===== config.mk =====
export PLATFORM = sky130hd
export DESIGN_NAME = core_control_exception_sched
export DESIGN_NICKNAME = d
export VERILOG_FILES = /design/src/rtl/core_control_exception_sched_pkg.sv /design/src/rtl/core_control_exception_sched_prio.sv /design/src/rtl/core_control_exception_sched.sv
export SDC_FILE = /design/constraint.sdc
export NUM_CORES = 1
export LEC_CHECK = 0
export ABC_CLOCK_PERIOD_IN_PS = 2400
export BUFFER_PORTS_ARGS = -buffer_cell sky130_fd_sc_hd__buf_2
export CAP_MARGIN = 20
export CORE_UTILIZATION = 45
export CTS_CLUSTER_SIZE = 28
export DETAILED_ROUTE_END_ITERATION = 12
export PLACE_DENSITY = 0.79
export SLEW_MARGIN = 10
export SYNTH_ARGS = -nofsm -noshare
export SYNTH_HDL_FRONTEND = slang
export SYNTH_SLANG_ARGS = --single-unit

===== constraint.sdc =====
create_clock -name clk -period 2.4 [get_ports clk]
set_clock_uncertainty 0.15 [all_clocks]
set_input_delay 0.24 -clock clk [delete_from_list [all_inputs] [get_ports clk]]
set_output_delay 0.24 -clock clk [all_outputs]
set_load 0.02 [all_outputs]

===== src/rtl/core_control_exception_sched_pkg.sv =====
// Shared types for the exception entry scheduler: exception classes,
// entry steps, PSR modes, vector offsets and per-class entry attributes.
`timescale 1ns/1ps
package core_control_exception_sched_pkg;

    // Listed in architectural priority order, highest first.
    typedef enum logic [2:0] {
        EXC_DABT = 3'd0,
        EXC_FIQ  = 3'd1,
        EXC_IRQ  = 3'd2,
        EXC_PABT = 3'd3,
        EXC_UND  = 3'd4,
        EXC_SWI  = 3'd5
    } exc_class_t;

    typedef enum logic [1:0] {
        STEP_SAVE = 2'd0,
        STEP_LINK = 2'd1,
        STEP_JUMP = 2'd2
    } ctrl_exc_step_t;

    typedef enum logic [4:0] {
        MODE_USR = 5'h10,
        MODE_FIQ = 5'h11,
        MODE_IRQ = 5'h12,
        MODE_SVC = 5'h13,
        MODE_ABT = 5'h17,
        MODE_UND = 5'h1B
    } psr_mode_t;

    typedef enum logic [1:0] {
        ST_IDLE = 2'd0,
        ST_SAVE = 2'd1,
        ST_LINK = 2'd2,
        ST_JUMP = 2'd3
    } fsm_state_t;

    localparam logic [15:0] VEC_UND  = 16'h0004;
    localparam logic [15:0] VEC_SWI  = 16'h0008;
    localparam logic [15:0] VEC_PABT = 16'h000C;
    localparam logic [15:0] VEC_DABT = 16'h0010;
    localparam logic [15:0] VEC_IRQ  = 16'h0018;
    localparam logic [15:0] VEC_FIQ  = 16'h001C;

    // Bit positions of the sticky (pulse-latched) sources.
    localparam int PEND_W    = 4;
    localparam int PEND_DABT = 0;
    localparam int PEND_PABT = 1;
    localparam int PEND_UND  = 2;
    localparam int PEND_SWI  = 3;

    typedef struct packed {
        psr_mode_t          mode;
        logic [15:0]        vec;
        logic [3:0]         lr_offset;
        logic               set_f;
        logic [PEND_W-1:0]  pend_mask;
    } exc_attr_t;

    function automatic exc_attr_t exc_attr(exc_class_t cls);
        exc_attr_t a;
        a = '{MODE_ABT, VEC_DABT, 4'd8, 1'b0, PEND_W'(1) << PEND_DABT};
        unique case (cls)
            EXC_DABT: a = '{MODE_ABT, VEC_DABT, 4'd8, 1'b0,
                            PEND_W'(1) << PEND_DABT};
            EXC_FIQ:  a = '{MODE_FIQ, VEC_FIQ, 4'd4, 1'b1, '0};
            EXC_IRQ:  a = '{MODE_IRQ, VEC_IRQ, 4'd4, 1'b0, '0};
            EXC_PABT: a = '{MODE_ABT, VEC_PABT, 4'd4, 1'b0,
                            PEND_W'(1) << PEND_PABT};
            EXC_UND:  a = '{MODE_UND, VEC_UND, 4'd4, 1'b0,
                            PEND_W'(1) << PEND_UND};
            EXC_SWI:  a = '{MODE_SVC, VEC_SWI, 4'd4, 1'b0,
                            PEND_W'(1) << PEND_SWI};
            default:  a = '{MODE_ABT, VEC_DABT, 4'd8, 1'b0,
                            PEND_W'(1) << PEND_DABT};
        endcase
        return a;
    endfunction

endpackage


===== src/rtl/core_control_exception_sched_prio.sv =====
// Combinational exception priority encoder.
// Ports: pend (sticky sources), irq_s/fiq_s + masks in; winning class + any out.
`timescale 1ns/1ps
module core_control_exception_sched_prio
    import core_control_exception_sched_pkg::*;
(
    input  logic [PEND_W-1:0] pend,
    input  logic              irq_s,
    input  logic              fiq_s,
    input  logic              cpsr_i,
    input  logic              cpsr_f,
    output exc_class_t        cls,
    output logic              any
);

    always_comb begin
        any = 1'b1;
        cls = EXC_DABT;
        if (pend[PEND_DABT])
            cls = EXC_DABT;
        else if (fiq_s && !cpsr_f)
            cls = EXC_FIQ;
        else if (irq_s && !cpsr_i)
            cls = EXC_IRQ;
        else if (pend[PEND_PABT])
            cls = EXC_PABT;
        else if (pend[PEND_UND])
            cls = EXC_UND;
        else if (pend[PEND_SWI])
            cls = EXC_SWI;
        else
            any = 1'b0;
    end

endmodule


===== src/rtl/core_control_exception_sched.sv =====
// Exception entry scheduler: latches sources, arbitrates at insn boundaries,
// sequences SAVE/LINK/JUMP steps to core control over a valid/ready handshake.
// Ports: clk, rst_n (sync, active low); insn_boundary, high_vectors,
//   cpsr_i/f, irq/fiq pins, fault pulses, entry_ready in;
//   entry_valid/step/mode/vector/lr_offset/set_f and busy out.
`timescale 1ns/1ps
module core_control_exception_sched
    import core_control_exception_sched_pkg::*;
#(
    parameter int IRQ_SYNC_STAGES = 2
) (
    input  logic        clk,
    input  logic        rst_n,
    input  logic        insn_boundary,
    input  logic        high_vectors,
    input  logic        cpsr_i,
    input  logic        cpsr_f,
    input  logic        irq,
    input  logic        fiq,
    input  logic        undefined,
    input  logic        swi,
    input  logic        prefetch_abort,
    input  logic        data_abort,
    input  logic        entry_ready,
    output logic        entry_valid,
    output logic [1:0]  entry_step,
    output logic [4:0]  entry_mode,
    output logic [31:0] entry_vector,
    output logic [3:0]  entry_lr_offset,
    output logic        entry_set_f,
    output logic        busy
);

    logic [IRQ_SYNC_STAGES-1:0] irq_sync;
    logic [IRQ_SYNC_STAGES-1:0] fiq_sync;
    logic                       irq_s;
    logic                       fiq_s;
    logic [PEND_W-1:0]          pend_q;
    logic [PEND_W-1:0]          pulse;
    logic [PEND_W-1:0]          pend_cur;
    logic [PEND_W-1:0]          cls_mask;
    logic                       again_q;
    fsm_state_t                 state_q;
    fsm_state_t                 state_d;
    exc_class_t                 cls_q;
    exc_class_t                 arb_cls;
    logic                       arb_any;
    logic                       take;
    logic                       jump_acc;
    exc_attr_t                  attr;

    assign irq_s    = irq_sync[IRQ_SYNC_STAGES-1];
    assign fiq_s    = fiq_sync[IRQ_SYNC_STAGES-1];
    assign pulse    = {swi, undefined, prefetch_abort, data_abort};
    // Same-cycle pulses take part in arbitration.
    assign pend_cur = pend_q | pulse;
    assign take     = (state_q == ST_IDLE) && insn_boundary && arb_any;
    assign jump_acc = (state_q == ST_JUMP) && entry_ready;
    assign attr     = exc_attr(cls_q);
    assign cls_mask = attr.pend_mask;

    core_control_exception_sched_prio u_prio (
        .pend   (pend_cur),
        .irq_s  (irq_s),
        .fiq_s  (fiq_s),
        .cpsr_i (cpsr_i),
        .cpsr_f (cpsr_f),
        .cls    (arb_cls),
        .any    (arb_any)
    );

    always_ff @(posedge clk) begin
        if (!rst_n)
            state_q <= ST_IDLE;
        else
            state_q <= state_d;
    end

    always_comb begin
        state_d = state_q;
        unique case (state_q)
            ST_IDLE: if (take) state_d = ST_SAVE;
            ST_SAVE: if (entry_ready) state_d = ST_LINK;
            ST_LINK: if (entry_ready) state_d = ST_JUMP;
            ST_JUMP: if (entry_ready) state_d = ST_IDLE;
            default: state_d = ST_IDLE;
        endcase
    end

    always_comb begin
        entry_valid     = 1'b0;
        entry_step      = 2'd0;
        entry_mode      = 5'd0;
        entry_vector    = 32'd0;
        entry_lr_offset = 4'd0;
        entry_set_f     = 1'b0;
        busy            = 1'b0;
        if (state_q != ST_IDLE) begin
            entry_valid     = 1'b1;
            busy            = 1'b1;
            entry_mode      = attr.mode;
            entry_vector    = {{16{high_vectors}}, attr.vec};
            entry_lr_offset = attr.lr_offset;
            entry_set_f     = attr.set_f;
            unique case (state_q)
                ST_SAVE: entry_step = STEP_SAVE;
                ST_LINK: entry_step = STEP_LINK;
                ST_JUMP: entry_step = STEP_JUMP;
                default: entry_step = STEP_SAVE;
            endcase
        end
    end

    // again_q records a fresh fault of the class being entered, so the
    // clear at JUMP does not swallow it; repeats collapse to one entry.
    always_ff @(posedge clk) begin
        if (!rst_n) begin
            irq_sync <= '0;
            fiq_sync <= '0;
            pend_q   <= '0;
            again_q  <= 1'b0;
            cls_q    <= EXC_DABT;
        end else begin
            irq_sync[0] <= irq;
            fiq_sync[0] <= fiq;
            for (int i = 1; i < IRQ_SYNC_STAGES; i++) begin
                irq_sync[i] <= irq_sync[i-1];
                fiq_sync[i] <= fiq_sync[i-1];
            end
            if (take)
                cls_q <= arb_cls;
            if (jump_acc) begin
                again_q <= 1'b0;
                pend_q  <= (pend_cur & ~cls_mask)
                         | (again_q ? cls_mask : '0)
                         | (pulse & cls_mask);
            end else begin
                if (busy && |(pulse & cls_mask))
                    again_q <= 1'b1;
                pend_q <= pend_cur;
            end
        end
    end

endmodule

==> Word-level counts from Yosys, hierarchy flattened <==
Index checks and enable logic that the tools add are counted.
Widths: inputs -> output; s select.
{ "word_totals": {"register_bits": 14, "inputBits": 13, "output_inout_bits": 46} }
{ "op_classes": {"n_eq_ne": 12, "mux": 27, "bitwise": 7, "reduce_logical": 13} }
{ "op_table": {"columns": ["cell", "count"], "rows": [
  ["$pmux 29 s5", 1],
  ["$mux 32", 1],
  ["$mux 3", 6],
  ["$mux 4", 3],
  ["$or 4x4->4", 3],
  ["$mux 2", 5],
  ["$and 4x4->4", 2],
  ["$mux 1", 8],
  ["$ne 2x2->1 const B", 4],
  ["$pmux 2 s4", 1],
  ["$eq 3x2->1 const B", 2],
  ["$eq 3x3->1 const B", 2],
  ["$logic_and 1x1->1", 6],
  ["$mux 5", 1],
  ["$eq 2x2->1 const B", 2],
  ["$not 4->4", 1],
  ["$pmux 2 s2", 1],
  ["$reduce_and 4->1", 1],
  ["$reduce_or 4->1", 1],
  ["$eq 3x1->1 const B", 1],
  ["$eq 2x1->1 const B", 1],
  ["$logic_not 1->1", 2],
  ["$logic_not 2->1", 1],
  ["$reduce_bool 2->1", 1],
  ["other kinds (2)", 2]
]} }

==> Depth between registers and ports, before layout <==
{ "logic_depth": {"depth_word": 10, "mapped_depth": 6, "ltp_nobuf": 6} }

==> By module <==
Synthesis repeated with hierarchy kept, for this count alone.
{ "hier_totals": {"hier_cells": 141, "area_unflattened_um2": 1118.6} }
{ "by_module_without_submodules": {"columns": ["module", "n_inst", "cells_per_inst", "area_each_um2", "seq_area_each_um2"], "rows": [
  ["core_control_exception_sched", 1, 129, 1038.5, 280.3],
  ["core_control_exception_sched_prio", 1, 12, 80.1, 0.0]
]} }

==> Worst setup path after synthesis <==
OpenSTA, ideal clock, no wires.
{ "synth_path": {"path_type": "register to output", "from": "register state_q[0]", "to": "output entry_vector[17]", "t_arrival_ns": 1.816, "t_required_ns": 2.010, "slack_ns": 0.194, "stages_incl_launch_ff": 5, "cell_sequence": "dfxtp_1 inv_1 ha_1 nor2b_1 buf_4"} }
{ "synth_via": {"elab_chain_len": 2} }
{ "synth_rtl": {"columns": ["item", "line_no", "rtl"], "rows": [
  ["start, declared", "core_control_exception_sched.sv:43", "fsm_state_t state_q;"],
  ["start signal, assigned", "core_control_exception_sched.sv:76", "state_q <= state_d;"],
  ["$reduce_bool 2->1", "core_control_exception_sched.sv:98", "if (state_q != ST_IDLE) begin"],
  ["$mux 32", "core_control_exception_sched.sv:98", null],
  ["end, declared", "core_control_exception_sched.sv:28", "output logic [31:0] entry_vector,"]
]} }
No other way between the ends.

==> Final worst setup path <==
{ "layout_path": {"from": "register state_q[0]", "to": "output entry_vector[22]"} }
The elaborated chain is that of the path after synthesis.

==> out/results.ini <==
[synth]
synthFlopType=dfxtp_1
syn_avg_cell_area_um2=8.18
yosysWarningCount=0
ys_ff_latch=14
synth_async_sr_flop_share_pct=0
synth_cell_type_count=37
ys_seq_area_share_pct=24.8
synth_edf_count=0
netlist_area_mm2=0.00113
netlist_instances=138

[clocking]
worstSkewPairLatency_ns=0.28
cts_resized=0
htreeDepth=1
clockBufferDepth=2
hold_buffers=0
post-cts-setup-buffer-count=0
cts_tree=yes
clock_sinks=14
cts_buffers=3
clkTransAtPathRegs_ns=0.08
cts_root_buf=clkbuf_4

[cells_and_area]
final_nets=184
diodes=0
fill_cells=231
drive_above_1_share_pct=34.8
final_core_util_pct=53.1
final_area_mm2=0.00122
area_delta_synth_final_pct=7.98
final_cell_count_no_fill=192

[timing]
setup_tns_ns=0
period_share_pct=87.3
hold_viol=0
relSlewSlack_pct=66.7
slew_violations=0
rsz0062_at_grt=no
setup_ws_ns=0.304
tightestPinTransition_ns=0.500
setup_viol=0
max_freq_mhz=477
finalCriticalPeriod_ns=2.10

[placement]
dp_slack_ns=0.452
io_buffers=43
hpwl_um=1650
gp_congestion=0.841
place_area_mm2=0.00118
dp.cells=188

[routing]
vias_per_cell=5.09
firstDrtPassIters=4
drt_iter0_drc=28
ant_nets=0
drc=0
vias=977
drt_wl_total_um=2080
wl_per_cell_um=10.8

[floorplan]
die_w_um=52.1
start_util_pct=49.1
die_h_um=52.1
core_area_mm2=0.00230
rows=17
ios=59
die_area_mm2=0.00271

[grt]
gr-total-overflow=0
grt_start_max_net_pins=18
grt_pass1_wl_um=3650
grt_pass1_vias=872
grt_usage_pct=17.9
grt_antenna_before_repair=0

[run]
cap_viol_max_count=0

[worst_hold_path]
hold_path_class=primary input to flip-flop

[critical_path]
cp-end-kind=output pin
arrival_ns=1.71
critPathKind=flip-flop to output pin
worstPathRequired_ns=2.01
startpoint_type=flip-flop
path_max_fanout=16

[power]
ir_drop_uv=518
power_density_mw_per_mm2=1110
p_leak_uw=0.000613

[run_status]
outcome=complete, no violations

## cells by family after synthesis
| family | share of synthesized area [%] |
|---|---|
| flops | 24.8 |
| mux | 6.65 |
| compound gates | 14.2 |
| buf+inv | 24.4 |
| fa+ha+maj | 6.65 |
| simple gates | 23.0 |
| other cells | 0.332 |
## metal layers
layer	track usage, %	wire (µm)	up-vias
met2	30.3	1010	53
met5	0	0	-
met4	8.56	27	0
li1	-	-	476
met1	21.5	895	444
met3	2.92	146	4
## worst paths after layout
check | start | endpoint | slack [ns] | cells after the start
hold reg to reg | fiq_sync[0]$_SDFF_PN0_ | fiq_sync[1]$_SDFF_PN0_ | 0.29 | 1
setup reg to reg | state_q[0]$_SDFFE_PN0P_ | cls_q[1]$_SDFFE_PN0P_ | 0.43 | 5
setup / recovery | state_q[0]$_SDFFE_PN0P_ | entry_vector[22] | 0.30 | 5
hold / removal | fiq | fiq_sync[0]$_SDFF_PN0_ | 0.02 | 2
## power breakdown
group / total (µW) / internal, µW / switching, µW / leakage, µW
clock network: 168 / 92.3 / 75.4 / 0.0000210
registers: 326 / 269 / 56.8 / 0.000116
logic: 862 / 288 / 574 / 0.000476
## per-stage QoR
step / power [µW] / hold WS (ns)
5_1_grt: 1470 / 0.0130
3_5_place_dp: 1200 / 0.280
3_3_place_gp: 1180 / 0.271
6_report: 1360 / 0.0171
2_1_floorplan: 1110 / 0.200
4_1_cts: 1370 / 0.0143
## cells in the mapped netlist (2+ instances only)
master	instances	area, µm²
nor2_1	11	41.3
nand2b_1	2	12.5
a221oi_1	2	17.5
o21a_1	3	22.5
o21ai_0	4	20.0
mux2_2	4	45.0
nor3_1	6	30.0
buf_4	32	240
ha_1	6	75.1
clkbuf_1	3	11.3
nand2_1	8	30.0
dfxtp_1	14	280
mux2i_1	3	30.0
inv_1	5	18.8
and2_1	5	31.3
nor2b_1	5	31.3
a21oi_1	5	25.0
## cells in the final DEF (no fill, tap or decap), types with 2 or more instances in the layout
cell type,count
nor3_1,6
ha_1,6
o21a_1,3
dfxtp_1,14
nand2_1,8
buf_2,43
and2_1,5
a221oi_1,2
nor2_1,11
clkbuf_4,3
o21ai_0,4
nand2b_1,2
a21oi_1,5
conb_1,15
mux2i_1,3
nor2b_1,5
inv_1,5
mux2_2,4
## registers in the layout (all words and copies together), names as in the netlist
signal and count:
irq_sync 2, pend_q 4, again_q 1, fiq_sync 2, cls_q 3, state_q 2
## worst max-delay path: stages (launching register included)
cell and delay [ns]:
dfxtp_1 0.41, inv_1 0.11, ha_1 0.39, nor2b_1 0.17
buf_4 0.17, buf_2 0.17
## area by class of cell
class / instances / area (µm²) / share of cell area [%]
Inverter: 5 / 18.8 / 1.54
Multi-Input combinational cell: 97 / 626 / 51.3
Timing Repair Buffer: 44 / 223 / 18.3
Sequential cell: 14 / 280 / 23.0
Tap cell: 28 / 35.0 / 2.87
Clock buffer: 4 / 36.3 / 2.98
(Power assumes the default switching activity.)
